[config.mk]
export PLATFORM = sky130hd
export DESIGN_NAME = aether_config_writer
export DESIGN_NICKNAME = d
export VERILOG_FILES = /design/src/rtl/aether_config_writer.sv
export SDC_FILE = /design/constraint.sdc
export NUM_CORES = 1
export LEC_CHECK = 0
export BUFFER_PORTS_ARGS = -buffer_cell sky130_fd_sc_hd__buf_2
export CORE_ASPECT_RATIO = 1.75
export CORE_MARGIN = 2
export CORE_UTILIZATION = 30
export CTS_CLUSTER_DIAMETER = 50
export DETAILED_ROUTE_END_ITERATION = 7
export GPL_TIMING_DRIVEN = 0
export PLACE_DENSITY = 0.54
export SKIP_CTS_REPAIR_TIMING = 1
export SYNTH_ARGS = -nofsm -noshare
export SYNTH_HDL_FRONTEND = slang
export SYNTH_SLANG_ARGS = --single-unit
export TNS_END_PERCENT = 10
[constraint.sdc]
create_clock -name clk_i -period 2.7 [get_ports clk_i]
set_input_delay 0 -clock clk_i [delete_from_list [all_inputs] [get_ports clk_i]]
set_output_delay 0 -clock clk_i [all_outputs]
set_load 0.1 [all_outputs]
[src/rtl/aether_config_writer.sv]
// -----------------------------------------------------------------------------
// aether_config_writer
//
// Register-bus initiator that programs one Aether engine run. A start request
// snapshots the run configuration, reads the Version register (0x1) to check
// chip identity and major revision, then writes the packed Base Config 1..3
// (0x5..0x7) and Conv Run Param 1 (0x8) words in that order.
//
// Parameters
//   EXPECTED_CHIP_ID  required Version[15:8]
//   MIN_MAJOR         minimum accepted Version[7:3]
//   TIMEOUT_CYCLES    cycles to wait for the read response (>= 1)
//
// Ports
//   clk_i, rst_ni         clock (rising edge), asynchronous active-low reset
//   start_i               begin a sequence (sampled only while idle)
//   shift_i .. save_to_buffer_i
//                         run configuration, latched on an accepted start
//   reg_valid_o/ready_i   request handshake (accepted when both high)
//   reg_write_o           1 = write, 0 = read
//   reg_addr_o            register address
//   reg_wdata_o           write data (0 on reads)
//   reg_rvalid_i/rdata_i  read response
//   busy_o                sequence in progress (low during the done cycle)
//   done_o                one-cycle completion pulse, success or error
//   error_o               sticky error, cleared by the next accepted start
//   version_o             last captured Version word
// -----------------------------------------------------------------------------
module aether_config_writer #(
  parameter logic [7:0]  EXPECTED_CHIP_ID = 8'hAE,
  parameter logic [4:0]  MIN_MAJOR        = 5'd1,
  parameter int unsigned TIMEOUT_CYCLES   = 16
) (
  input  logic        clk_i,
  input  logic        rst_ni,
  input  logic        start_i,
  input  logic [5:0]  shift_i,
  input  logic [11:0] engine_count_i,
  input  logic [13:0] matrix_size_i,
  input  logic [1:0]  load_from_i,
  input  logic [2:0]  padding_i,
  input  logic        padding_fill_i,
  input  logic [5:0]  stride_i,
  input  logic [2:0]  activation_i,
  input  logic        accumulate_i,
  input  logic        save_to_ram_i,
  input  logic        save_to_buffer_i,
  output logic        reg_valid_o,
  input  logic        reg_ready_i,
  output logic        reg_write_o,
  output logic [3:0]  reg_addr_o,
  output logic [15:0] reg_wdata_o,
  input  logic        reg_rvalid_i,
  input  logic [15:0] reg_rdata_i,
  output logic        busy_o,
  output logic        done_o,
  output logic        error_o,
  output logic [15:0] version_o
);

  localparam int unsigned CNT_W = $clog2(TIMEOUT_CYCLES + 1);

  localparam logic [3:0] ADDR_VERSION = 4'h1;
  localparam logic [3:0] ADDR_BASE1   = 4'h5;
  localparam logic [3:0] ADDR_BASE2   = 4'h6;
  localparam logic [3:0] ADDR_BASE3   = 4'h7;
  localparam logic [3:0] ADDR_CONV1   = 4'h8;

  typedef enum logic [2:0] {
    S_IDLE,
    S_RD_VER,
    S_WAIT_VER,
    S_WR5,
    S_WR6,
    S_WR7,
    S_WR8,
    S_DONE
  } state_e;

  // Shadow copy of the run configuration, frozen for the whole sequence.
  typedef struct packed {
    logic [5:0]  shift;
    logic [11:0] engine_count;
    logic [13:0] matrix_size;
    logic [1:0]  load_from;
    logic [2:0]  padding;
    logic        padding_fill;
    logic [5:0]  stride;
    logic [2:0]  activation;
    logic        accumulate;
    logic        save_to_ram;
    logic        save_to_buffer;
  } cfg_t;

  // ---------------------------------------------------------------------------
  // Register word packing: the exact field layout the engine decoders expect.
  // ---------------------------------------------------------------------------
  function automatic logic [15:0] pack_base1(input cfg_t c);
    return {c.shift[3:0], c.engine_count};
  endfunction

  function automatic logic [15:0] pack_base2(input cfg_t c);
    return {c.shift[5:4], c.matrix_size};
  endfunction

  function automatic logic [15:0] pack_base3(input cfg_t c);
    return {c.load_from, 14'd0};
  endfunction

  function automatic logic [15:0] pack_conv1(input cfg_t c);
    return {c.padding, c.padding_fill, c.stride, c.activation,
            c.accumulate, c.save_to_ram, c.save_to_buffer};
  endfunction

  function automatic logic version_ok(input logic [15:0] v);
    return (v[15:8] == EXPECTED_CHIP_ID) && (v[7:3] >= MIN_MAJOR);
  endfunction

  state_e           state_q, state_d;
  cfg_t             cfg_q, cfg_d;
  logic [CNT_W-1:0] cnt_q, cnt_d;
  logic             error_q, error_d;
  logic [15:0]      version_q, version_d;
  logic             valid_q, valid_d;
  logic             write_q, write_d;
  logic [3:0]       addr_q, addr_d;
  logic [15:0]      wdata_q, wdata_d;
  logic             busy_q, busy_d;
  logic             done_q, done_d;
  logic             req_hs;

  assign req_hs = valid_q & reg_ready_i;

  // ---------------------------------------------------------------------------
  // State register and registered outputs.
  // ---------------------------------------------------------------------------
  always_ff @(posedge clk_i or negedge rst_ni) begin
    if (!rst_ni) begin
      state_q   <= S_IDLE;
      cfg_q     <= '0;
      cnt_q     <= '0;
      error_q   <= 1'b0;
      version_q <= 16'd0;
      valid_q   <= 1'b0;
      write_q   <= 1'b0;
      addr_q    <= 4'd0;
      wdata_q   <= 16'd0;
      busy_q    <= 1'b0;
      done_q    <= 1'b0;
    end else begin
      state_q   <= state_d;
      cfg_q     <= cfg_d;
      cnt_q     <= cnt_d;
      error_q   <= error_d;
      version_q <= version_d;
      valid_q   <= valid_d;
      write_q   <= write_d;
      addr_q    <= addr_d;
      wdata_q   <= wdata_d;
      busy_q    <= busy_d;
      done_q    <= done_d;
    end
  end

  // ---------------------------------------------------------------------------
  // Next-state logic. Request outputs are derived from the next state so they
  // appear registered in the same cycle the state is entered; while a request
  // is pending the state holds, so addr/wdata/write cannot change before the
  // handshake.
  // ---------------------------------------------------------------------------
  always_comb begin
    state_d   = state_q;
    cfg_d     = cfg_q;
    cnt_d     = cnt_q;
    error_d   = error_q;
    version_d = version_q;

    unique case (state_q)
      S_IDLE: begin
        if (start_i) begin
          if (stride_i != 6'd0) begin
            cfg_d.shift          = shift_i;
            cfg_d.engine_count   = engine_count_i;
            cfg_d.matrix_size    = matrix_size_i;
            cfg_d.load_from      = load_from_i;
            cfg_d.padding        = padding_i;
            cfg_d.padding_fill   = padding_fill_i;
            cfg_d.stride         = stride_i;
            cfg_d.activation     = activation_i;
            cfg_d.accumulate     = accumulate_i;
            cfg_d.save_to_ram    = save_to_ram_i;
            cfg_d.save_to_buffer = save_to_buffer_i;
            error_d              = 1'b0;
            state_d              = S_RD_VER;
          end else begin
            // Zero stride would hang the engine: reject without bus traffic.
            error_d = 1'b1;
            state_d = S_DONE;
          end
        end
      end

      S_RD_VER: begin
        if (req_hs) begin
          cnt_d   = CNT_W'(TIMEOUT_CYCLES);
          state_d = S_WAIT_VER;
        end
      end

      S_WAIT_VER: begin
        // A response in the same cycle the counter hits zero still counts.
        if (reg_rvalid_i) begin
          version_d = reg_rdata_i;
          if (version_ok(reg_rdata_i)) begin
            state_d = S_WR5;
          end else begin
            error_d = 1'b1;
            state_d = S_DONE;
          end
        end else if (cnt_q == '0) begin
          error_d = 1'b1;
          state_d = S_DONE;
        end else begin
          cnt_d = cnt_q - CNT_W'(1);
        end
      end

      S_WR5: if (req_hs) state_d = S_WR6;
      S_WR6: if (req_hs) state_d = S_WR7;
      S_WR7: if (req_hs) state_d = S_WR8;
      S_WR8: if (req_hs) state_d = S_DONE;

      S_DONE: state_d = S_IDLE;

      default: state_d = S_IDLE;
    endcase

    valid_d = 1'b0;
    write_d = 1'b0;
    addr_d  = 4'd0;
    wdata_d = 16'd0;
    case (state_d)
      S_RD_VER: begin
        valid_d = 1'b1;
        addr_d  = ADDR_VERSION;
      end
      S_WR5: begin
        valid_d = 1'b1;
        write_d = 1'b1;
        addr_d  = ADDR_BASE1;
        wdata_d = pack_base1(cfg_d);
      end
      S_WR6: begin
        valid_d = 1'b1;
        write_d = 1'b1;
        addr_d  = ADDR_BASE2;
        wdata_d = pack_base2(cfg_d);
      end
      S_WR7: begin
        valid_d = 1'b1;
        write_d = 1'b1;
        addr_d  = ADDR_BASE3;
        wdata_d = pack_base3(cfg_d);
      end
      S_WR8: begin
        valid_d = 1'b1;
        write_d = 1'b1;
        addr_d  = ADDR_CONV1;
        wdata_d = pack_conv1(cfg_d);
      end
      default: begin
      end
    endcase

    busy_d = (state_d != S_IDLE) && (state_d != S_DONE);
    done_d = (state_d == S_DONE);
  end

  assign reg_valid_o = valid_q;
  assign reg_write_o = write_q;
  assign reg_addr_o  = addr_q;
  assign reg_wdata_o = wdata_q;
  assign busy_o      = busy_q;
  assign done_o      = done_q;
  assign error_o     = error_q;
  assign version_o   = version_q;

endmodule

==> results.py <==
metrics = {
    "status": {
        "status": "completed",
    },
    "grt": {
        "grt_use_total_pct": 15.83,
        "grt_max_degree": 64,
        "antenna_found_initial": 0,
        "grt_pass1_vias": 3421,
        "grt_pass1_wl_um": 18560,
        "overflow": 0,
    },
    "drt": {
        "drtPass1Iterations": 5,
        "vias": 3548,
        "drt_iter0_markers": 107,
        "drt_wl_total_um": 12530,
        "avgRoutedWirePerCell_um": 17.25,
        "viasPerCell": 4.887,
        "drtAntennaViolNets": 0,
        "drc": 0,
    },
    "clock_tree": {
        "worstSkewPairLatency_ns": 0.35,
        "clk_pin_slew_ns": 0.07,
        "clock_path_buffers": 2,
        "numCtsBuffers": 9,
        "cts-root-buf": "clkbuf_16",
        "h-tree-depth": 3,
        "cts_tree": "done",
        "clock_sinks": 99,
    },
    "final_layout": {
        "final_common_cell": "buf_2",
        "antenna_cells": 0,
        "final_cell_mix": "120 x buf_2, 99 x dfrtp_1, 67 x dlygate4sd3_1",
        "syn_to_final_growth_pct": 40.38,
        "design_area_um2": 6272,
        "drive_gt1_share_pct": 38.86,
        "layout.nets": 611,
    },
    "min_path": {
        "hp-start": "start_i",
        "hold_class": "primary input to register",
        "holdPathStages": 3,
        "min_to": "error_o",
    },
    "critical_path": {
        "start_kind": "register",
        "reg2reg_slack_ns": 0.17,
        "worstSetupPathType": "register to register",
        "cpPeakStageDelay_ns": 0.54,
        "crit_buf_inv": 1,
        "crit_family": "compound AO/OA/AOI/OAI gates",
        "worst_r2r_path_depth": 6,
        "worst_path_max_delay_cell": "nor4b_4",
        "cp.arrival_ns": 2.73,
        "end_kind": "register",
        "cp.required_ns": 2.90,
        "r2r_start": "state_q[1]",
        "cp_max_fo": 10,
        "crit_chain": "nor4b_4 -> a21boi_4 -> buf_12 -> mux2_4 -> o2111ai_1 -> o211ai_1",
        "r2r_end": "reg_wdata_o[9]",
    },
    "floorplanning": {
        "coreArea_um2": 14690,
        "rows": 59,
        "dieHeight_um": 165.4,
        "start_util_pct": 30.41,
        "dieArea_um2": 15920,
        "io_pins": 112,
        "die_x_um": 96.25,
    },
    "sta": {
        "worst_clock_skew_ns": 0.01264,
        "period_share_pct": 93.55,
        "clock.fmax_mhz": 395.9,
        "setup_viol": 0,
        "worst_pin_slew_ns": 1.283,
        "finalWorstSetupSlack_ns": 0.1741,
        "hold_ws_ns": 0.07661,
        "tns_ns": 0,
        "hold_viol": 0,
        "rsz0062_at_grt": "no",
        "fin_crit_ns": 2.526,
        "max-slew-margin-rel_pct": 13.67,
        "drv_slew": 0,
    },
    "synthesis": {
        "netlist_top_cells_area": "dfrtp_1 55%, mux2_2 9.1%, mux2_4 6.7%",
        "yosys_warnings": 0,
        "synthXorXnorAreaFrac_pct": 0.7841,
        "synth_area_per_cell_um2": 12.91,
        "async_flop_share_pct": 100.0,
        "ys.flop_type": "dfrtp_1",
        "synth_nets": 419,
        "synth_compound_area_share_pct": 11.23,
        "netlist_instances": 346,
        "muxShareOfSynthArea_pct": 17.05,
        "synth_edf_count": 0,
        "synth_top_family_by_area": "multiplexers",
        "synthAdderAreaFrac_pct": 0.5601,
        "yosysTopAreaCell": "dfrtp_1",
        "ys_ff_latch": 99,
        "synth-simple-area-share_pct": 9.969,
        "synth_top_area_share_pct": 55.45,
        "ys_types": 50,
        "seq_area_frac_synth_pct": 55.45,
        "syn_area_um2": 4468,
    },
    "place": {
        "place_area_um2": 5283,
        "place_hpwl_um": 9302,
        "io_buffer_count": 111,
        "place.gp.congestion": 0.9053,
        "place_ws_ns": -0.0004134,
    },
    "power": {
        "power.leakage_nw": 2.893,
        "power_density_nw_per_um2": 1323,
        "ir_drop_mv": 0.6242,
        "power_mw": 8.301,
    },
    "flow_run": {
        "drv_cap": 0,
    },
}
[routing by layer]
layer  global-route usage [%]  vias up  share of wire [%]
met5                        0        -                  0
li1                         -     1663                  -
met3                    2.541       21                3.3
met4                    6.364        0                2.8
met1                    18.01     1777                 38
met2                    28.79       87                 56
[worst max-delay path by stage]
stage	start	end	slack, ns	cells past startpoint
floorplan	reg_valid_o	reg_wdata_o[13]	0.38	6
global placement	cnt_q[0]	reg_wdata_o[10]	0.09	7
detailed placement	cnt_q[0]	reg_wdata_o[10]	-0.0004	7
CTS	cnt_q[0]	reg_wdata_o[10]	-0.03	7
global route	state_q[1]	reg_wdata_o[9]	0.008	6
finish	state_q[1]	reg_wdata_o[9]	0.17	6
[tightest hold or removal path, cell delays in order]
cell and delay [ns]:
buf_2 0.13, a31oi_1 0.08, o22a_1 0.17
[final cells by class]
cell class,instances,area (um2)
Tap cell,183,229.0
Multi-Input combinational cell,210,1798
Timing Repair Buffer,181,1271
Inverter,17,63.81
Clock buffer,10,229.0
Sequential cell,99,2477
Fill cell,1371,8418
Buffer,20,157.7
Clock inverter,6,46.29
[power breakdown]
part / internal, mW / switching (mW) / total (mW)
Sequential: 2.17 / 0.259 / 2.43
Combinational: 1.36 / 3.30 / 4.66
Clock: 0.635 / 0.576 / 1.21
[registers in the layout, summed over array words and instances (netlist names)]
| register | cells |
|---|---|
| busy_o | 1 |
| cfg_q | 50 |
| cnt_q | 5 |
| done_o | 1 |
| error_o | 1 |
| reg_addr_o | 4 |
| reg_valid_o | 1 |
| reg_wdata_o | 16 |
| reg_write_o | 1 |
| state_q | 3 |
| version_o | 16 |
[stage by stage]
step	cells	util (%)
2_1_floorplan	346	-
3_3_place_gp	640	35.75
3_5_place_dp	641	35.96
4_1_cts	657	37.83
5_1_grt	726	42.70
6_report	726	42.70
[kinds of logic after synthesis]
| group | Yosys count |
|---|---|
| DFF | 99 |
| and+or+nand+nor | 81 |
| AOI/OAI and AO/OA | 62 |
| muxes | 61 |
| buffers and inverters | 37 |
| xor gates and xnor gates | 4 |
| adders and majority gates | 2 |
[cell usage after synthesis, drive strengths merged (2+ instances only)]
| library cell | instances |
|---|---|
| a22oi | 6 |
| nand2b | 2 |
| o211ai | 16 |
| mux2 | 61 |
| ha | 2 |
| o2111ai | 16 |
| nand4 | 4 |
| a21oi | 4 |
| nor3 | 5 |
| nand2 | 16 |
| nor2 | 10 |
| a211oi | 2 |
| nor2b | 2 |
| dfrtp | 99 |
| inv | 17 |
| buf | 16 |
| o21ai | 5 |
| a21o | 2 |
| nand3 | 28 |
| nor4b | 2 |
| clkbuf | 4 |
| a31oi | 3 |
| xor2 | 3 |
| nor4 | 3 |
| nand4b | 3 |
(Power assumes the default switching activity.)
